[src/rtl/register_file_dump_pkg.sv]
// Shared types and constants for the register-file debug dump path.
package register_file_dump_pkg;

    localparam int NB_BYTE         = 8;
    localparam int NB_DATA_DEFAULT = 32;
    localparam int BYTES_PER_WORD  = NB_DATA_DEFAULT / NB_BYTE;

    typedef enum logic [2:0] {
        ST_IDLE     = 3'd0,
        ST_LOAD     = 3'd1,
        ST_SEND     = 3'd2,
        ST_CHECKSUM = 3'd3,
        ST_DONE     = 3'd4
    } dump_state_t;

    function automatic int bytes_per_word(input int nb_data);
        return nb_data / NB_BYTE;
    endfunction

    function automatic logic [NB_BYTE-1:0] xor_fold(input logic [NB_BYTE-1:0] acc,
                                                    input logic [NB_BYTE-1:0] data);
        return acc ^ data;
    endfunction

endpackage

[src/rtl/dump_byte_serializer.sv]
// Word-to-byte serializer: parallel load, MSB-byte-first shift-out, valid held until accepted.
module dump_byte_serializer
    import register_file_dump_pkg::*;
#(
    parameter int NB_DATA = 32
) (
    input  logic               i_clock,
    input  logic               i_reset,
    input  logic               i_load,
    input  logic               i_single,
    input  logic [NB_DATA-1:0] i_load_data,
    input  logic               i_tx_ready,
    output logic [NB_BYTE-1:0] o_tx_data,
    output logic               o_tx_valid,
    output logic               o_fire,
    output logic               o_last
);

    localparam int BPW    = bytes_per_word(NB_DATA);
    localparam int NB_CNT = (BPW > 1) ? $clog2(BPW) : 1;
    localparam logic [NB_CNT-1:0] LAST_CNT = NB_CNT'(BPW - 1);

    logic [NB_DATA-1:0] r_shreg;
    logic [NB_CNT-1:0]  r_byte_cnt;
    logic               r_valid;

    assign o_tx_data  = r_shreg[NB_DATA-1 -: NB_BYTE];
    assign o_tx_valid = r_valid;
    assign o_fire     = r_valid & i_tx_ready;
    assign o_last     = (r_byte_cnt == LAST_CNT);

    // A load wins over a shift so a new word can follow the last accepted byte back-to-back.
    always_ff @(posedge i_clock or posedge i_reset) begin
        if (i_reset) begin
            r_shreg    <= {NB_DATA{1'b0}};
            r_byte_cnt <= {NB_CNT{1'b0}};
            r_valid    <= 1'b0;
        end else if (i_load) begin
            r_shreg    <= i_load_data;
            r_byte_cnt <= i_single ? LAST_CNT : {NB_CNT{1'b0}};
            r_valid    <= 1'b1;
        end else if (o_fire) begin
            r_shreg <= r_shreg << NB_BYTE;
            if (o_last) begin
                r_byte_cnt <= {NB_CNT{1'b0}};
                r_valid    <= 1'b0;
            end else begin
                r_byte_cnt <= r_byte_cnt + NB_CNT'(1);
            end
        end
    end

endmodule

[src/rtl/register_file_dumper.sv]
// Walks every register-file address and streams each word byte-serially to the debug UART.
// Optional trailing XOR checksum byte: define REG_DUMP_CHECKSUM_EN.
module register_file_dumper
    import register_file_dump_pkg::*;
#(
    parameter int NB_ADDR   = 5,
    parameter int NB_DATA   = 32,
    parameter int RAM_DEPTH = 2**NB_ADDR
) (
    input  logic               i_clock,
    input  logic               i_reset,
    input  logic               i_start,
    output logic [NB_ADDR-1:0] o_read_addr,
    input  logic [NB_DATA-1:0] i_read_data,
    output logic [NB_BYTE-1:0] o_tx_data,
    output logic               o_tx_valid,
    input  logic               i_tx_ready,
    output logic               o_busy,
    output logic               o_done
);

    if ((NB_DATA % NB_BYTE) != 0 || NB_DATA < NB_BYTE) begin : g_bad_width
        $error("register_file_dumper: NB_DATA must be a positive multiple of 8");
    end

    localparam logic [NB_ADDR-1:0] LAST_ADDR = NB_ADDR'(RAM_DEPTH - 1);

    dump_state_t        r_state;
    dump_state_t        w_next;
    logic [NB_ADDR-1:0] r_addr;
    logic               r_busy;
    logic               r_done;
    logic               w_load;
    logic               w_single;
    logic [NB_DATA-1:0] w_load_data;
    logic [NB_BYTE-1:0] w_tx_data;
    logic               w_fire;
    logic               w_last;

    assign o_read_addr = r_addr;
    assign o_tx_data   = w_tx_data;
    assign o_busy      = r_busy;
    assign o_done      = r_done;

`ifdef REG_DUMP_CHECKSUM_EN
    logic [NB_BYTE-1:0] r_checksum;
    logic [NB_BYTE-1:0] w_ck_byte;

    assign w_ck_byte = xor_fold(r_checksum, w_tx_data);

    // Running XOR of every accepted byte, restarted with each dump.
    always_ff @(posedge i_clock or posedge i_reset) begin
        if (i_reset) begin
            r_checksum <= {NB_BYTE{1'b0}};
        end else if (r_state == ST_IDLE && i_start) begin
            r_checksum <= {NB_BYTE{1'b0}};
        end else if (w_fire) begin
            r_checksum <= w_ck_byte;
        end
    end
`endif

    // State, address and status registers.
    always_ff @(posedge i_clock or posedge i_reset) begin
        if (i_reset) begin
            r_state <= ST_IDLE;
            r_addr  <= {NB_ADDR{1'b0}};
            r_busy  <= 1'b0;
            r_done  <= 1'b0;
        end else begin
            r_state <= w_next;
            r_busy  <= (w_next != ST_IDLE);
            r_done  <= (w_next == ST_DONE);
            if (r_state == ST_IDLE && i_start) begin
                r_addr <= {NB_ADDR{1'b0}};
            end else if (r_state == ST_SEND && w_fire && w_last && r_addr != LAST_ADDR) begin
                r_addr <= r_addr + NB_ADDR'(1);
            end
        end
    end

    // Next-state and serializer load control; the checksum byte is loaded on the last data handshake.
    always_comb begin
        w_next      = r_state;
        w_load      = 1'b0;
        w_single    = 1'b0;
        w_load_data = i_read_data;
        case (r_state)
            ST_IDLE: begin
                if (i_start) w_next = ST_LOAD;
                else         w_next = ST_IDLE;
            end
            ST_LOAD: begin
                w_load = 1'b1;
                w_next = ST_SEND;
            end
            ST_SEND: begin
                if (w_fire && w_last) begin
                    if (r_addr == LAST_ADDR) begin
`ifdef REG_DUMP_CHECKSUM_EN
                        w_next      = ST_CHECKSUM;
                        w_load      = 1'b1;
                        w_single    = 1'b1;
                        w_load_data = NB_DATA'(w_ck_byte) << (NB_DATA - NB_BYTE);
`else
                        w_next = ST_DONE;
`endif
                    end else begin
                        w_next = ST_LOAD;
                    end
                end else begin
                    w_next = ST_SEND;
                end
            end
            ST_CHECKSUM: begin
                if (w_fire) w_next = ST_DONE;
                else        w_next = ST_CHECKSUM;
            end
            ST_DONE: w_next = ST_IDLE;
            default: w_next = ST_IDLE;
        endcase
    end

    dump_byte_serializer #(
        .NB_DATA (NB_DATA)
    ) u_serializer (
        .i_clock     (i_clock),
        .i_reset     (i_reset),
        .i_load      (w_load),
        .i_single    (w_single),
        .i_load_data (w_load_data),
        .i_tx_ready  (i_tx_ready),
        .o_tx_data   (w_tx_data),
        .o_tx_valid  (o_tx_valid),
        .o_fire      (w_fire),
        .o_last      (w_last)
    );

endmodule
[config.mk]
export PLATFORM = sky130hd
export DESIGN_NAME = register_file_dumper
export DESIGN_NICKNAME = d
export VERILOG_FILES = /design/src/rtl/register_file_dump_pkg.sv /design/src/rtl/dump_byte_serializer.sv /design/src/rtl/register_file_dumper.sv
export SDC_FILE = /design/constraint.sdc
export NUM_CORES = 1
export LEC_CHECK = 0
export ABC_AREA = 1
export CAP_MARGIN = 20
export CORE_ASPECT_RATIO = 1.5
export CORE_MARGIN = 2
export CORE_UTILIZATION = 28
export CTS_CLUSTER_DIAMETER = 150
export DETAILED_ROUTE_END_ITERATION = 6
export GPL_ROUTABILITY_DRIVEN = 1
export PLACE_DENSITY_LB_ADDON = 0.3
export SYNTH_ARGS = -nofsm -noshare
export SYNTH_HDL_FRONTEND = slang
export SYNTH_SLANG_ARGS = --single-unit
[constraint.sdc]
create_clock -name i_clock -period 3.8 [get_ports i_clock]
set_clock_uncertainty 0.2 [all_clocks]
set_input_delay 0.76 -clock i_clock [delete_from_list [all_inputs] [get_ports i_clock]]
set_output_delay 0.76 -clock i_clock [all_outputs]
set_load 0.1 [all_outputs]
# --- Yosys cells after proc, flatten, opt, wreduce, memory -nomap -nowiden ---
# Index checks and enable logic that the tools add are counted.
op_classes:
  add_sub_neg: 2
  eq_ne: 7
  mux: 16
  bitwise: 1
  n_reduce_logical: 11
ops:
  columns: ["operator", "n"]
  rows:
  - ["$mux W32", 2]
  - ["$pmux W3 S4", 1]
  - ["$mux W5", 2]
  - ["$mux W3", 3]
  - ["$eq A3 B2 Y1 const B", 2]
  - ["$mux W2", 3]
  - ["$reduce_bool A2 Y1", 3]
  - ["$add A5 B1 Y5 const B", 1]
  - ["$eq A5 B5 Y1 const B", 1]
  - ["$logic_and A1 B1 Y1", 5]
  - ["$mux W1", 5]
  - ["$ne A5 B5 Y1 const B", 1]
  - ["$eq A3 B1 Y1 const B", 1]
  - ["$eq A3 B3 Y1 const B", 1]
  - ["$logic_not A3 Y1", 1]
  - ["$reduce_bool A3 Y1", 1]
  - ["$add A2 B1 Y2 const B", 1]
  - ["$eq A2 B2 Y1 const B", 1]
  - ["$reduce_and A2 Y1", 1]
  - ["$and A1 B1 Y1", 1]
word_totals:
  ff_bits: 45
  input_bits: 36
  wordCells: 44

# --- Longest topological paths before layout ---
logic_depth:
  depth_word: 6
  mapped_depth: 9
  ltp_nobuf: 9

# --- Hierarchy ---
# From an unflattened synthesis, not the netlist that was laid out.
hier_totals:
  cells_unflattened: 305
  area_unflattened_um2: 2359.8
by_module_without_submodules:
  columns: ["mod", "instances", "cells_each", "area_each_um2", "seq_area_each_um2"]
  rows:
  - ["dump_byte_serializer", 1, 235, 1795.5, 875.8]
  - ["register_file_dumper", 1, 70, 564.3, 250.2]

# --- Worst setup path before layout ---
# Ideal clock, no wire load.
synth_timing:
  kind: "reg2reg"
  start: "register r_addr[0], in the netlist o_read_addr[0]"
  end: "register r_addr[0], in the netlist o_read_addr[0]"
  t_arrival_ps: 2018
  t_required_ps: 3479
  setup_slack_ps: 1460
  stages_incl_launch_ff: 10
  path_buffers: 0
  period_less_slack_ps: 2340
  path_cell_list: "dfrtp_1 ha_1 and3_1 ha_1 nor2_1 nand2_2 inv_2 nand2_2 nand2_1 nor2_1"
synth_between:
  elab_chain_len: 3
  elab_cells_between_ends: 6
synth_lines:
  columns: ["element", "line_no", "rtl"]
  rows:
  - ["from (decl)", "register_file_dumper.sv:30", "logic [NB_ADDR-1:0] r_addr;"]
  - ["from (signal assigned)", "register_file_dumper.sv:67", "r_addr <= {NB_ADDR{1'b0}};"]
  - ["from (signal assigned)", "register_file_dumper.sv:75", "r_addr <= {NB_ADDR{1'b0}};"]
  - ["from (signal assigned)", "register_file_dumper.sv:77", "r_addr <= r_addr + NB_ADDR'(1);"]
  - ["$add A5 B1 Y5 or $ne A5 B5 Y1 (tied branches)", "register_file_dumper.sv:77, register_file_dumper.sv:76", null]
  - ["$mux W5 or $logic_and A1 B1 Y1 (tied branches)", "register_file_dumper.sv:76", "end else if (r_state == ST_SEND && w_fire && w_last && r_addr != LAST_ADDR) begin"]
  - ["$mux W5 or $reduce_bool A2 Y1 (tied branches)", null, null]
# Several ways; a longest one is shown, not always the timed one. The select of a mux whose other input is x is not followed.
# A chain may end at the register's enable or synchronous reset.

# --- Final worst setup path ---
layout_timing:
  start: "register r_addr[0], in the netlist o_read_addr[0]"
  end: "output o_read_addr[0]"
layout_rtl:
  columns: ["element", "line_no", "rtl"]
  rows:
  - ["to (decl)", "register_file_dumper.sv:13", "output logic [NB_ADDR-1:0] o_read_addr,"]
# No word-level cell between the ends.

==> results.json <==
{
  "htreeDepth": 2,
  "startpoint_type": "flip-flop",
  "crit_path_top_delay_cell": "clkdlybuf4s50_1",
  "synth_warnings": 0,
  "cts_setup_buffers": 0,
  "crit_chain": "clkdlybuf4s50_1",
  "io_pins": 52,
  "r2r_cells": 9,
  "reg2reg_slack_ns": 1.87,
  "nets": 327,
  "irDropWorstVdd_v": 0.000274,
  "die_y_um": 112,
  "final_max_slew_viol_count": 0,
  "min_path_type": "flip-flop to flip-flop",
  "area_delta_synth_final_pct": 29.0,
  "routed_wl_mm": 4.66,
  "max_slew_margin_pct": 35.5,
  "drc": 0,
  "r2r_start": "o_read_addr[0]",
  "period_share_pct": 74.8,
  "cp_top_family": "buffers and inverters",
  "syn_avg_cell_area_um2": 8.75,
  "worstReg2RegEnd": "o_read_addr[0]",
  "worst_slew_pin_slew_ns": 0.965,
  "hold_path_end": "u_serializer.r_shreg[6]",
  "setup_tns_ns": 0,
  "start_util_pct": 28.7,
  "drive_above_1_share_pct": 8.65,
  "grt.overflow.total": 0,
  "synth-seq-area-share_pct": 51.5,
  "drt_iter0_markers": 121,
  "slowest_delay_ns": 1.17,
  "synth_seq_cells": 45,
  "pwr_density_cell_nw_per_um2": 821,
  "grt_start_max_net_pins": 63,
  "drt_first_pass_iters": 4,
  "cts_root_buf": "clkbuf_16",
  "outcome": "complete, no violations",
  "cts_tree": "yes",
  "layout_common_cells": "nand3_1, nand2_1, clkdlybuf4s50_1, dfrtp_1, nor2_1",
  "yosysUniqueCellTypes": 27,
  "rows": 39,
  "period_needed_ns": 2.84,
  "clk_pin_slew_ns": 0.06,
  "portBuffers": 51,
  "required_ns": 2.84,
  "worst-path-buf-inv": 1,
  "crit_path_end_kind": "output port",
  "critical_path_class": "flip-flop to output port",
  "cts_sinks": 45,
  "dp_hpwl_mm": 3.01,
  "finalSetupViolCount": 0,
  "finalHoldViolCount": 0,
  "fp.dieW_um": 76.2,
  "numCtsBuffers": 5,
  "clock_latency_ns": 0.28,
  "vias": 1736,
  "place_ws_ns": 1.26,
  "first_global_vias": 1753,
  "routedWlPerCell_um": 11.9,
  "rsz0062_at_grt": "false",
  "min_path_cells": 2,
  "postRouteAntennaNets": 0,
  "grt.total_usage_pct": 11.6,
  "final_cell_area_um2": 2820,
  "place_congestion": 0.725,
  "hold_start": "u_serializer.r_shreg[6]",
  "dpl_cell_area_um2": 2670,
  "antenna_cells": 0,
  "placeableCoreArea_um2": 7610,
  "setup_slack_ns": 0.957,
  "fmax_mhz": 352,
  "design.die.area_um2": 8550,
  "synth_area_um2": 2190,
  "antenna_found_initial": 0,
  "cap_violations": 0,
  "final_common_cell": "nand3_1",
  "syn_nets": 289,
  "critPathMaxFanout": 5,
  "clockBufferDepth": 2,
  "cp.arrival_ns": 1.88,
  "grt_pass1_wl_mm": 8.02,
  "synthCells": 250,
  "avgViaCountPerCell": 4.44,
  "hold_buffers": 0,
  "post_cts_resized": 0,
  "p_leak_nw": 1.35
}
-- layout make-up --
| class | instances | area, um^2 |
|---|---|---|
| multi-input combinational | 172 | 852 |
| fill | 838 | 4790 |
| clock buffer | 6 | 139 |
| timing repair buffer | 52 | 518 |
| sequential | 45 | 1130 |
| inverter | 12 | 47.5 |
| tap | 102 | 128 |
| clock inverter | 2 | 13.8 |
-- power by group --
part / switching, mW / internal, mW
logic: 0.779 / 0.312
registers: 0.117 / 0.673
clock network: 0.177 / 0.261
total: 1.07 / 1.25
-- worst max-delay path by stage --
stage                                end  cells past startpoint      startpoint  slack [ns]
after global placement    o_read_addr[2]                      1  o_read_addr[2]        1.28
final                     o_read_addr[0]                      1  o_read_addr[0]        0.96
after CTS                 o_read_addr[0]                      1  o_read_addr[0]        0.94
after floorplan           o_read_addr[0]                      9  o_read_addr[0]        1.46
after global routing      o_read_addr[0]                      1  o_read_addr[0]        0.92
after detailed placement  o_read_addr[0]                      1  o_read_addr[0]        1.26
-- metrics by stage --
step	instances	total power, mW	util [%]	hold WS, ns
finish	391	2.32	37.1	0.298
global route	391	2.47	37.1	0.324
detailed placement	383	1.90	35.1	0.287
global placement	383	1.89	35.1	0.284
CTS	391	2.35	37.1	0.302
floorplan	250	1.75	-	0.269
-- cells in the mapped netlist --
cell type	count	area, um^2
nand3_2	1	10.0
nor2_4	1	11.3
nand3_1	69	345
nand4_1	1	6.26
inv_4	1	6.26
inv_1	8	30.0
o21bai_1	1	7.51
nand2_2	4	25.0
buf_1	2	7.51
inv_2	3	11.3
buf_4	10	75.1
buf_6	4	45.0
dfrtp_1	45	1130
a21oi_2	1	8.76
buf_2	4	20.0
a21oi_1	1	5.00
nand2_8	1	20.0
nor2_1	14	52.6
and3_1	1	6.26
xor2_1	1	8.76
ha_1	3	37.5
a31oi_1	8	50.1
nand2_1	60	225
xnor2_1	1	8.76
o21ai_0	1	5.00
nor2_2	3	18.8
buf_8	1	15.0
-- flip-flops by register name, indices dropped and copies added, names as in the netlist --
signal,count
o_done,1
o_busy,1
u_serializer.o_tx_valid,1
u_serializer.r_shreg,32
o_read_addr,5
r_state,3
u_serializer.r_byte_cnt,2
-- cells by family (layout without fill, tap and decap cells) --
| kind of cell | after synthesis | count (layout) | share of synthesized area (%) |
|---|---|---|---|
| xor gates and xnor gates | 2 | 2 | 0.801 |
| adders and majority gates | 3 | 3 | 1.72 |
| buffers and inverters | 33 | 72 | 9.61 |
| AOI/OAI and AO/OA | 12 | 12 | 3.49 |
| DFF | 45 | 45 | 51.5 |
| and+or+nand+nor | 155 | 155 | 32.9 |
-- routing by layer --
metal  vias to the layer above  part of all wire [%]  track usage (%)  wire (um)
met1                       800                    45             13.8       2090
li1                        896                     -                -          -
met2                        34                    50             20.2       2320
met4                         0                   1.9             5.45         90
met5                         -                     0                0          0
met3                         6                   3.3             2.09        153
(Power assumes the default switching activity.)
